## src/rtl/mac_adder_sched_if.sv

```systemverilog
`timescale 1ns/1ps
// Request/response bundle between the two MAC8 requesters and the adder scheduler.
// Bit/field i of every vector belongs to requester i.
interface mac_adder_sched_if;
  logic [1:0]  req_valid;
  logic [1:0]  req_ready;
  logic [3:0]  req_op;
  logic [23:0] req_x;
  logic [23:0] req_y;
  logic [1:0]  rsp_valid;
  logic [1:0]  rsp_ready;
  logic [23:0] rsp_data;

  modport master (
    output req_valid, req_op, req_x, req_y, rsp_ready,
    input  req_ready, rsp_valid, rsp_data
  );

  modport slave (
    input  req_valid, req_op, req_x, req_y, rsp_ready,
    output req_ready, rsp_valid, rsp_data
  );
endinterface

```

## src/rtl/mac_adder_sched.sv

```systemverilog
`timescale 1ns/1ps
// Round-robin scheduler for two requesters sharing one external 3-operand 12-bit adder,
// with a single operand stage, per-requester accumulators and one-deep response buffers.
module mac_adder_sched #(
  parameter logic [11:0] ACC_INIT = 12'h000
) (
  input  logic                clk,
  input  logic                rst,
  mac_adder_sched_if.slave    req_if,
  output logic [11:0]         add_a_o,
  output logic [11:0]         add_b_o,
  output logic [11:0]         add_c_o,
  input  logic [11:0]         add_sum_i,
  output logic [23:0]         acc_o,
  output logic                busy_o
);
  typedef enum logic [1:0] {
    OP_SUM   = 2'b00,
    OP_ACC   = 2'b01,
    OP_LOAD  = 2'b10,
    OP_CLEAR = 2'b11
  } op_e;

  logic             stage_v_q,   stage_v_d;
  logic             stage_id_q,  stage_id_d;
  op_e              stage_op_q,  stage_op_d;
  logic [11:0]      add_a_q,     add_a_d;
  logic [11:0]      add_b_q,     add_b_d;
  logic [11:0]      add_c_q,     add_c_d;
  logic [1:0]       rsp_valid_q, rsp_valid_d;
  logic [1:0][11:0] rsp_data_q,  rsp_data_d;
  logic [1:0][11:0] acc_q,       acc_d;
  logic             last_q,      last_d;

  logic [1:0]       busy_s;
  logic [1:0]       elig_s;
  logic [1:0]       grant_s;
  logic [1:0]       ready_s;
  logic             xfer_s;
  logic             xfer_id_s;
  op_e              sel_op_s;
  logic [11:0]      sel_x_s;
  logic [11:0]      sel_y_s;

  // Eligibility and grant: a lone eligible requester wins, a tie goes to the one not granted last.
  always_comb begin
    busy_s[0]  = (stage_v_q & ~stage_id_q) | rsp_valid_q[0];
    busy_s[1]  = (stage_v_q &  stage_id_q) | rsp_valid_q[1];
    elig_s     = req_if.req_valid & ~busy_s;
    grant_s[0] = elig_s[0] & (~elig_s[1] | last_q);
    grant_s[1] = elig_s[1] & (~elig_s[0] | ~last_q);
    if (rst) begin
      ready_s = 2'b00;
    end else begin
      ready_s = grant_s;
    end
    xfer_s    = |ready_s;
    xfer_id_s = ready_s[1];
  end

  // Field selection for the granted requester.
  always_comb begin
    if (xfer_id_s) begin
      sel_op_s = op_e'(req_if.req_op[3:2]);
      sel_x_s  = req_if.req_x[23:12];
      sel_y_s  = req_if.req_y[23:12];
    end else begin
      sel_op_s = op_e'(req_if.req_op[1:0]);
      sel_x_s  = req_if.req_x[11:0];
      sel_y_s  = req_if.req_y[11:0];
    end
  end

  // Next state: load the stage on a transfer, capture the adder result while the stage drains.
  always_comb begin
    stage_v_d   = xfer_s;
    stage_id_d  = stage_id_q;
    stage_op_d  = stage_op_q;
    add_a_d     = 12'h000;
    add_b_d     = 12'h000;
    add_c_d     = 12'h000;
    last_d      = last_q;
    rsp_valid_d = rsp_valid_q & ~req_if.rsp_ready;
    rsp_data_d  = rsp_data_q;
    acc_d       = acc_q;

    if (xfer_s) begin
      stage_id_d = xfer_id_s;
      stage_op_d = sel_op_s;
      last_d     = xfer_id_s;
      // acc of the granted requester is final here: its previous op has already been captured.
      case (sel_op_s)
        OP_SUM: begin
          add_a_d = sel_x_s;
          add_b_d = sel_y_s;
        end
        OP_ACC: begin
          add_a_d = sel_x_s;
          add_b_d = sel_y_s;
          add_c_d = acc_q[xfer_id_s];
        end
        OP_LOAD: begin
          add_a_d = sel_x_s;
        end
        OP_CLEAR: begin
          add_a_d = 12'h000;
        end
        default: begin
          add_a_d = 12'h000;
        end
      endcase
    end else begin
      stage_id_d = stage_id_q;
    end

    if (stage_v_q) begin
      rsp_valid_d[stage_id_q] = 1'b1;
      rsp_data_d[stage_id_q]  = add_sum_i;
      if (stage_op_q != OP_SUM) begin
        acc_d[stage_id_q] = add_sum_i;
      end else begin
        acc_d[stage_id_q] = acc_q[stage_id_q];
      end
    end else begin
      rsp_data_d = rsp_data_q;
    end
  end

  // State registers with synchronous reset; the last-granted pointer starts at requester 1.
  always_ff @(posedge clk) begin
    if (rst) begin
      stage_v_q   <= 1'b0;
      stage_id_q  <= 1'b0;
      stage_op_q  <= OP_SUM;
      add_a_q     <= 12'h000;
      add_b_q     <= 12'h000;
      add_c_q     <= 12'h000;
      rsp_valid_q <= 2'b00;
      rsp_data_q  <= {12'h000, 12'h000};
      acc_q       <= {ACC_INIT, ACC_INIT};
      last_q      <= 1'b1;
    end else begin
      stage_v_q   <= stage_v_d;
      stage_id_q  <= stage_id_d;
      stage_op_q  <= stage_op_d;
      add_a_q     <= add_a_d;
      add_b_q     <= add_b_d;
      add_c_q     <= add_c_d;
      rsp_valid_q <= rsp_valid_d;
      rsp_data_q  <= rsp_data_d;
      acc_q       <= acc_d;
      last_q      <= last_d;
    end
  end

  assign req_if.req_ready = ready_s;
  assign req_if.rsp_valid = rsp_valid_q;
  assign req_if.rsp_data  = rsp_data_q;
  assign add_a_o          = add_a_q;
  assign add_b_o          = add_b_q;
  assign add_c_o          = add_c_q;
  assign acc_o            = acc_q;
  assign busy_o           = stage_v_q | (|rsp_valid_q);
endmodule
```

## src/flat_wrapper.sv

```systemverilog
// flat-port wrapper written by rule: the top's interface ports become plain ports
module mac_adder_sched_flat 
#(
  parameter logic [11:0] ACC_INIT = 12'h000
)
  (clk, rst, add_a_o, add_b_o, add_c_o, add_sum_i, acc_o, busy_o, req_if_req_valid, req_if_req_op, req_if_req_x, req_if_req_y, req_if_rsp_ready, req_if_req_ready, req_if_rsp_valid, req_if_rsp_data);
  mac_adder_sched_if req_if_i ();
  input  logic clk;
  input  logic rst;
  output logic [11:0] add_a_o;
  output logic [11:0] add_b_o;
  output logic [11:0] add_c_o;
  input  logic [11:0] add_sum_i;
  output logic [23:0] acc_o;
  output logic busy_o;
  input wire logic [$bits(req_if_i.req_valid)-1:0] req_if_req_valid;
  input wire logic [$bits(req_if_i.req_op)-1:0] req_if_req_op;
  input wire logic [$bits(req_if_i.req_x)-1:0] req_if_req_x;
  input wire logic [$bits(req_if_i.req_y)-1:0] req_if_req_y;
  input wire logic [$bits(req_if_i.rsp_ready)-1:0] req_if_rsp_ready;
  output wire logic [$bits(req_if_i.req_ready)-1:0] req_if_req_ready;
  output wire logic [$bits(req_if_i.rsp_valid)-1:0] req_if_rsp_valid;
  output wire logic [$bits(req_if_i.rsp_data)-1:0] req_if_rsp_data;
  assign req_if_i.req_valid = req_if_req_valid;
  assign req_if_i.req_op = req_if_req_op;
  assign req_if_i.req_x = req_if_req_x;
  assign req_if_i.req_y = req_if_req_y;
  assign req_if_i.rsp_ready = req_if_rsp_ready;
  assign req_if_req_ready = req_if_i.req_ready;
  assign req_if_rsp_valid = req_if_i.rsp_valid;
  assign req_if_rsp_data = req_if_i.rsp_data;
  mac_adder_sched #(.ACC_INIT(ACC_INIT)) u_core (.clk(clk), .rst(rst), .req_if(req_if_i), .add_a_o(add_a_o), .add_b_o(add_b_o), .add_c_o(add_c_o), .add_sum_i(add_sum_i), .acc_o(acc_o), .busy_o(busy_o));
endmodule
```

## config.mk

```make
export PLATFORM = sky130hd
export DESIGN_NAME = mac_adder_sched_flat
export DESIGN_NICKNAME = d
export VERILOG_FILES = /design/src/rtl/mac_adder_sched_if.sv /design/src/rtl/mac_adder_sched.sv /design/src/flat_wrapper.sv
export SDC_FILE = /design/constraint.sdc
export NUM_CORES = 1
export LEC_CHECK = 0
export CAP_MARGIN = 15
export CORE_ASPECT_RATIO = 1.1
export CORE_MARGIN = 4
export CORE_UTILIZATION = 43
export CTS_BUF_LIST = sky130_fd_sc_hd__clkbuf_16
export DETAILED_ROUTE_END_ITERATION = 7
export MAX_ROUTING_LAYER = met4
export PLACE_DENSITY = 0.92
export SYNTH_ARGS = -nofsm -noshare
export SYNTH_HDL_FRONTEND = slang
export SYNTH_SLANG_ARGS = --single-unit
```

## constraint.sdc

```tcl
create_clock -name clk -period 2.4 [get_ports clk]
set_input_delay 0.36 -clock clk [delete_from_list [all_inputs] [get_ports clk]]
set_output_delay 0.36 -clock clk [all_outputs]
set_load 0.01 [all_outputs]
```

======== Word level (Yosys, flattened, before mapping) ========
Index checks and enable logic that the tools add are counted.
Widths: inputs -> output; s select.
cells by class
  div/mod/pow operators ................... 0
  $add $sub $neg .......................... 0
  $mul .................................... 0
  reductions and logical operators ........ 10
  eq/ne operators ......................... 3
  muxes and demuxes ....................... 18
  bitwise operators ....................... 21
  magnitude comparators ................... 3
  shift operators ......................... 0
operators with widths
  cell                number
  $mux 12             7
  $bwmux 24           3
  $mux 24             1
  $pmux 12 s2         1
  $demux 12 s1        1
  $reduce_or 3->1     3
  $reduce_or 2->1     4
  $not 1->1           7
  $mux 2              3
  $or 1x1->1          5
  $and 1x1->1         4
  $and 2x2->2         2
  $eq 2x2->1 const B  2
  $lt 1x2->1 const B  2
  $not 2->2           2
  $eq 2x1->1 const B  1
  $logic_not 2->1     1
  $or 2x2->2          1
  $reduce_bool 2->1   1
  $demux 1 s1         1
  $ge 1x1->1 const B  1
  $logic_and 1x1->1   1
  $mux 1              1
storage, ports and cells
  output and inout port bits .............. 89
  memories ................................ 0
  RAM bits ................................ 0
  input port bits ......................... 70
  register bits ........................... 91
  bits in latches ......................... 0
  memory bits (read-only) ................. 0

======== Depth between registers and ports, before layout ========
  depth after elaboration ................. 14
  depth in mapped cells ................... 6
  mapped depth without buffers ............ 4

======== Worst setup path after synthesis ========
Ideal clock, no wire load.
  path kind ............................... reg2out
  start point ............................. register u_core.stage_v_q
  end point ............................... output req_if_req_ready[1]
  cell stages (with the launch flop) ...... 5
  buffers on the path ..................... 2
  slack ................................... 0.872 ns
  required time ........................... 2.040 ns
  data arrival time ....................... 1.168 ns
  path through ............................ dfxtp_1 > and2_1 > buf_6 > nor4b_4 > buf_2
between the ends
  cells in the longest elaborated chain, start to end .. 8
  elaborated cells between the ends (all ways) .. 10
ends and longest elaborated chain
  what                      RTL line                text
  start: declaration        mac_adder_sched.sv:24   logic stage_v_q, stage_v_d;
  start signal: assignment  mac_adder_sched.sv:143  stage_v_q <= stage_v_d;
  $and 1x1->1               mac_adder_sched.sv:47   busy_s[0] = (stage_v_q & ~stage_id_q) | rsp_valid_q[0];
  $or 1x1->1                mac_adder_sched.sv:47
  $not 2->2 (*)             mac_adder_sched.sv:49   elig_s = req_if.req_valid & ~busy_s;
  $and 2x2->2 (*)           mac_adder_sched.sv:49
  $not 1->1                 mac_adder_sched.sv:51   grant_s[1] = elig_s[1] & (~elig_s[0] | ~last_q);
  $or 1x1->1                mac_adder_sched.sv:51
  $and 1x1->1 (*)           mac_adder_sched.sv:51
  $mux 2 (*)                mac_adder_sched.sv:52   if (rst) begin
  end: declaration          flat_wrapper.sv:21      output wire logic [$bits(req_if_i.req_ready)-1:0] req_if_req_ready;
Mark *: on every way between the ends. The rest lies on a longest branch, timed or not.

======== Worst setup path in the final report ========
  start point ............................. input req_if_req_valid[1]
  end point ............................... output req_if_req_ready[0]
between the ends
  cells in the longest elaborated chain, start to end .. 5
ends and longest elaborated chain
  what                RTL line               text
  start: declaration  flat_wrapper.sv:16     input wire logic [$bits(req_if_i.req_valid)-1:0] req_if_req_valid;
  $and 2x2->2         mac_adder_sched.sv:49
  $not 1->1           mac_adder_sched.sv:50  grant_s[0] = elig_s[0] & (~elig_s[1] | last_q);
  $or 1x1->1          mac_adder_sched.sv:50
  $and 1x1->1         mac_adder_sched.sv:50
  $mux 2              mac_adder_sched.sv:52
No other way between the ends.

==> flow_metrics.py <==
metrics = {
    "status": {
        "status": "completed",
    },
    "yosys": {
        "synth_common_cells": "nand2_1 (99), dfxtp_1 (91), a21oi_1 (51), a22o_1 (24), a32o_1 (12)",
        "synth_seq_cells": 91,
        "synth_edf_count": 0,
        "synth_top_area_share_pct": 56.9,
        "synth_fp_nets": 410,
        "synth_top_flop_cell": "dfxtp_1",
        "ys_top_cells_by_area": "dfxtp_1 (57%), nand2_1 (12%), a21oi_1 (8.0%)",
        "synthMostInstantiatedCell": "nand2_1",
        "synthCells": 340,
        "yosys.area.top_type": "dfxtp_1",
        "async_flop_share_pct": 0,
        "avgSynthCellArea_um2": 9.42,
        "ys_types": 30,
        "ys_warn_count": 0,
        "seq_area_frac_synth_pct": 56.9,
        "syn_area_um2": 3200,
    },
    "placement": {
        "gp_congestion": 0.850,
        "port_buffers": 158,
        "dp_hpwl_mm": 7.76,
    },
    "power": {
        "total_power_mw": 3.44,
        "ir_drop_uv": 488,
        "leakage_nw": 1.88,
        "p_per_area_nw_per_um2": 667,
    },
    "worst_setup_path": {
        "r2r-start": "u_core.stage_v_q$_SDFF_PP0_",
        "cp_max_fo": 2,
        "cp-start-kind": "primary input",
        "cp.arrival_ns": 1.82,
        "timing.reg2reg.setup_slack_ns": 0.51,
        "required_ns": 2.04,
        "critical_path_class": "in2out",
        "rr_worst_depth": 5,
        "r2r-end": "u_core.add_a_o[6]$_SDFF_PP0_",
        "endpoint_kind": "output port",
    },
    "clock_network": {
        "postCtsHoldBufs": 0,
        "cts.sinks": 91,
        "ctsHtreeMaxLevel": 3,
        "clk_latency_ns": 0.32,
        "cts_buffers": 9,
        "cts_tree": "yes",
        "cts.repair.resized": 0,
        "clockRootBuffer": "clkbuf_16",
        "path_clk_slew_ns": 0.06,
        "cts_setup_buffers": 0,
        "clockBufferDepth": 2,
    },
    "sta": {
        "final_hold_viol_count": 0,
        "fmax_ghz": 0.458,
        "maxSlewViolCount": 0,
        "finalCriticalPeriod_ns": 2.18,
        "rsz0062_at_grt": "no",
        "slew_headroom_pct": 45.7,
        "fin_crit_sh_pct": 91.0,
        "worst_clock_skew_ns": 0.00763,
        "worstMarginPinSlew_ns": 0.810,
        "finalSetupTns_ns": 0,
        "finalSetupViolations": 0,
    },
    "routing": {
        "ant_nets": 0,
        "vias": 3102,
        "wl_per_cell_um": 17.5,
        "drt-initial-drc-count": 202,
        "drc": 0,
        "totalWireLength_mm": 10.4,
        "via_per_inst": 5.24,
        "drtPass1Iterations": 4,
    },
    "cells_and_area": {
        "num_antenna_cells": 0,
        "utilization_pct": 72.3,
        "drive_above_1_share_pct": 6.90,
        "syn_to_final_growth_pct": 60.9,
        "final_nets": 572,
        "nFillCells": 529,
    },
    "die": {
        "dieArea_um2": 8890,
        "die_h_um": 98.5,
        "io_pins": 159,
        "start_util_pct": 44.9,
        "rows": 32,
        "coreArea_um2": 7130,
        "die_x_um": 90.3,
    },
    "global_routing": {
        "track_usage_pct": 24.2,
        "first_global_vias": 3339,
        "gr-total-overflow": 0,
        "grt_max_degree": 51,
        "antenna_found_initial": 0,
        "grt_pass1_wl_mm": 16.7,
    },
    "hold_path": {
        "hold_path_class": "in2reg",
        "whs_path_depth": 2,
        "min_from": "rst",
        "holdPathEnd": "u_core.stage_id_q$_SDFFE_PP0N_",
    },
    "job": {
        "cap_violations": 0,
    },
}
## how the worst max path moves through the flow
| stage | cells past startpoint | start | slack [ns] | endpoint |
|---|---|---|---|---|
| finish | 5 | req_if_req_valid[1] | 0.22 | req_if_req_ready[0] |
| global route | 5 | req_if_req_valid[0] | 0.16 | req_if_req_ready[0] |
| CTS | 5 | req_if_req_valid[1] | 0.22 | req_if_req_ready[0] |
| detailed placement | 6 | req_if_req_valid[0] | 0.11 | u_core.add_a_o[6]$_SDFF_PP0_ |
| global placement | 5 | req_if_req_valid[1] | 0.21 | req_if_req_ready[0] |
| floorplan | 4 | u_core.stage_v_q$_SDFF_PP0_ | 0.87 | req_if_req_ready[1] |
## flip-flops by register name, indices dropped and copies added (netlist names)
register,cells
u_core.acc_o,24
u_core.req_if.rsp_data,24
u_core.add_a_o,12
u_core.add_b_o,12
u_core.add_c_o,12
u_core.req_if.rsp_valid,2
u_core.stage_op_q,2
u_core.last_q,1
u_core.stage_id_q,1
u_core.stage_v_q,1
## routing by layer
metal  vias up  wire length, µm  track usage, %
li1       1504                -               -
met1      1443             4160            27.2
met2       123             5310            40.6
met3        32              478            4.81
met4         0              436            13.2
met5         -                0               -
## cells by family after synthesis
logic type	after synthesis	share of synthesized area, %
AOI/OAI and AO/OA	95	21.0
buffers and inverters	24	3.91
and+or+nand+nor	130	18.2
DFF	91	56.9
## stage by stage
| stage | instances | setup slack, ns | hold WS [ns] | cell area [µm²] |
|---|---|---|---|---|
| global placement | 576 | 0.212 | 0.442 | 4880 |
| finish | 592 | 0.216 | 0.334 | 5150 |
| detailed placement | 576 | 0.113 | 0.449 | 4880 |
| CTS | 592 | 0.217 | 0.327 | 5150 |
| floorplan | 340 | 0.872 | 0.449 | 3200 |
| global route | 592 | 0.163 | 0.341 | 5150 |
## cells in the final DEF, fill, tap and decap left out, types with 3 or more instances in the layout
cell and count:
a21oi_1 51, a22o_1 24, a32o_1 12, and2_1 3, buf_4 16, clkbuf_16 9
clkdlybuf4s50_1 157, clkinv_1 3, dfxtp_1 91, nand2_1 99, nand2b_1 6, nor2_1 8
nor3_1 4
## report_power, final
group	leakage (nW)	switching, mW	total (mW)	internal, mW
sequential	0.741	0.0427	1.63	1.59
combinational	1.00	0.247	0.552	0.305
clock	0.132	0.559	1.25	0.696
total	1.88	0.848	3.44	2.59
## cell type report
class,count,area [µm²],share of cell area [%]
sequential,91,1820,35.4
tap,85,106,2.06
clock buffer,9,225,4.37
timing repair buffer,174,1700,32.9
multi-input combinational,225,1250,24.4
clock inverter,7,42.5,0.826
inverter,1,3.75,0.0729
## critical path: stages
cell and delay [ns]:
clkdlybuf4s50_1 0.41, nor2b_1 0.16, a31o_4 0.24, nor2_1 0.09
clkdlybuf4s50_1 0.56
No activity file was read; power rests on OpenSTA's default activity.
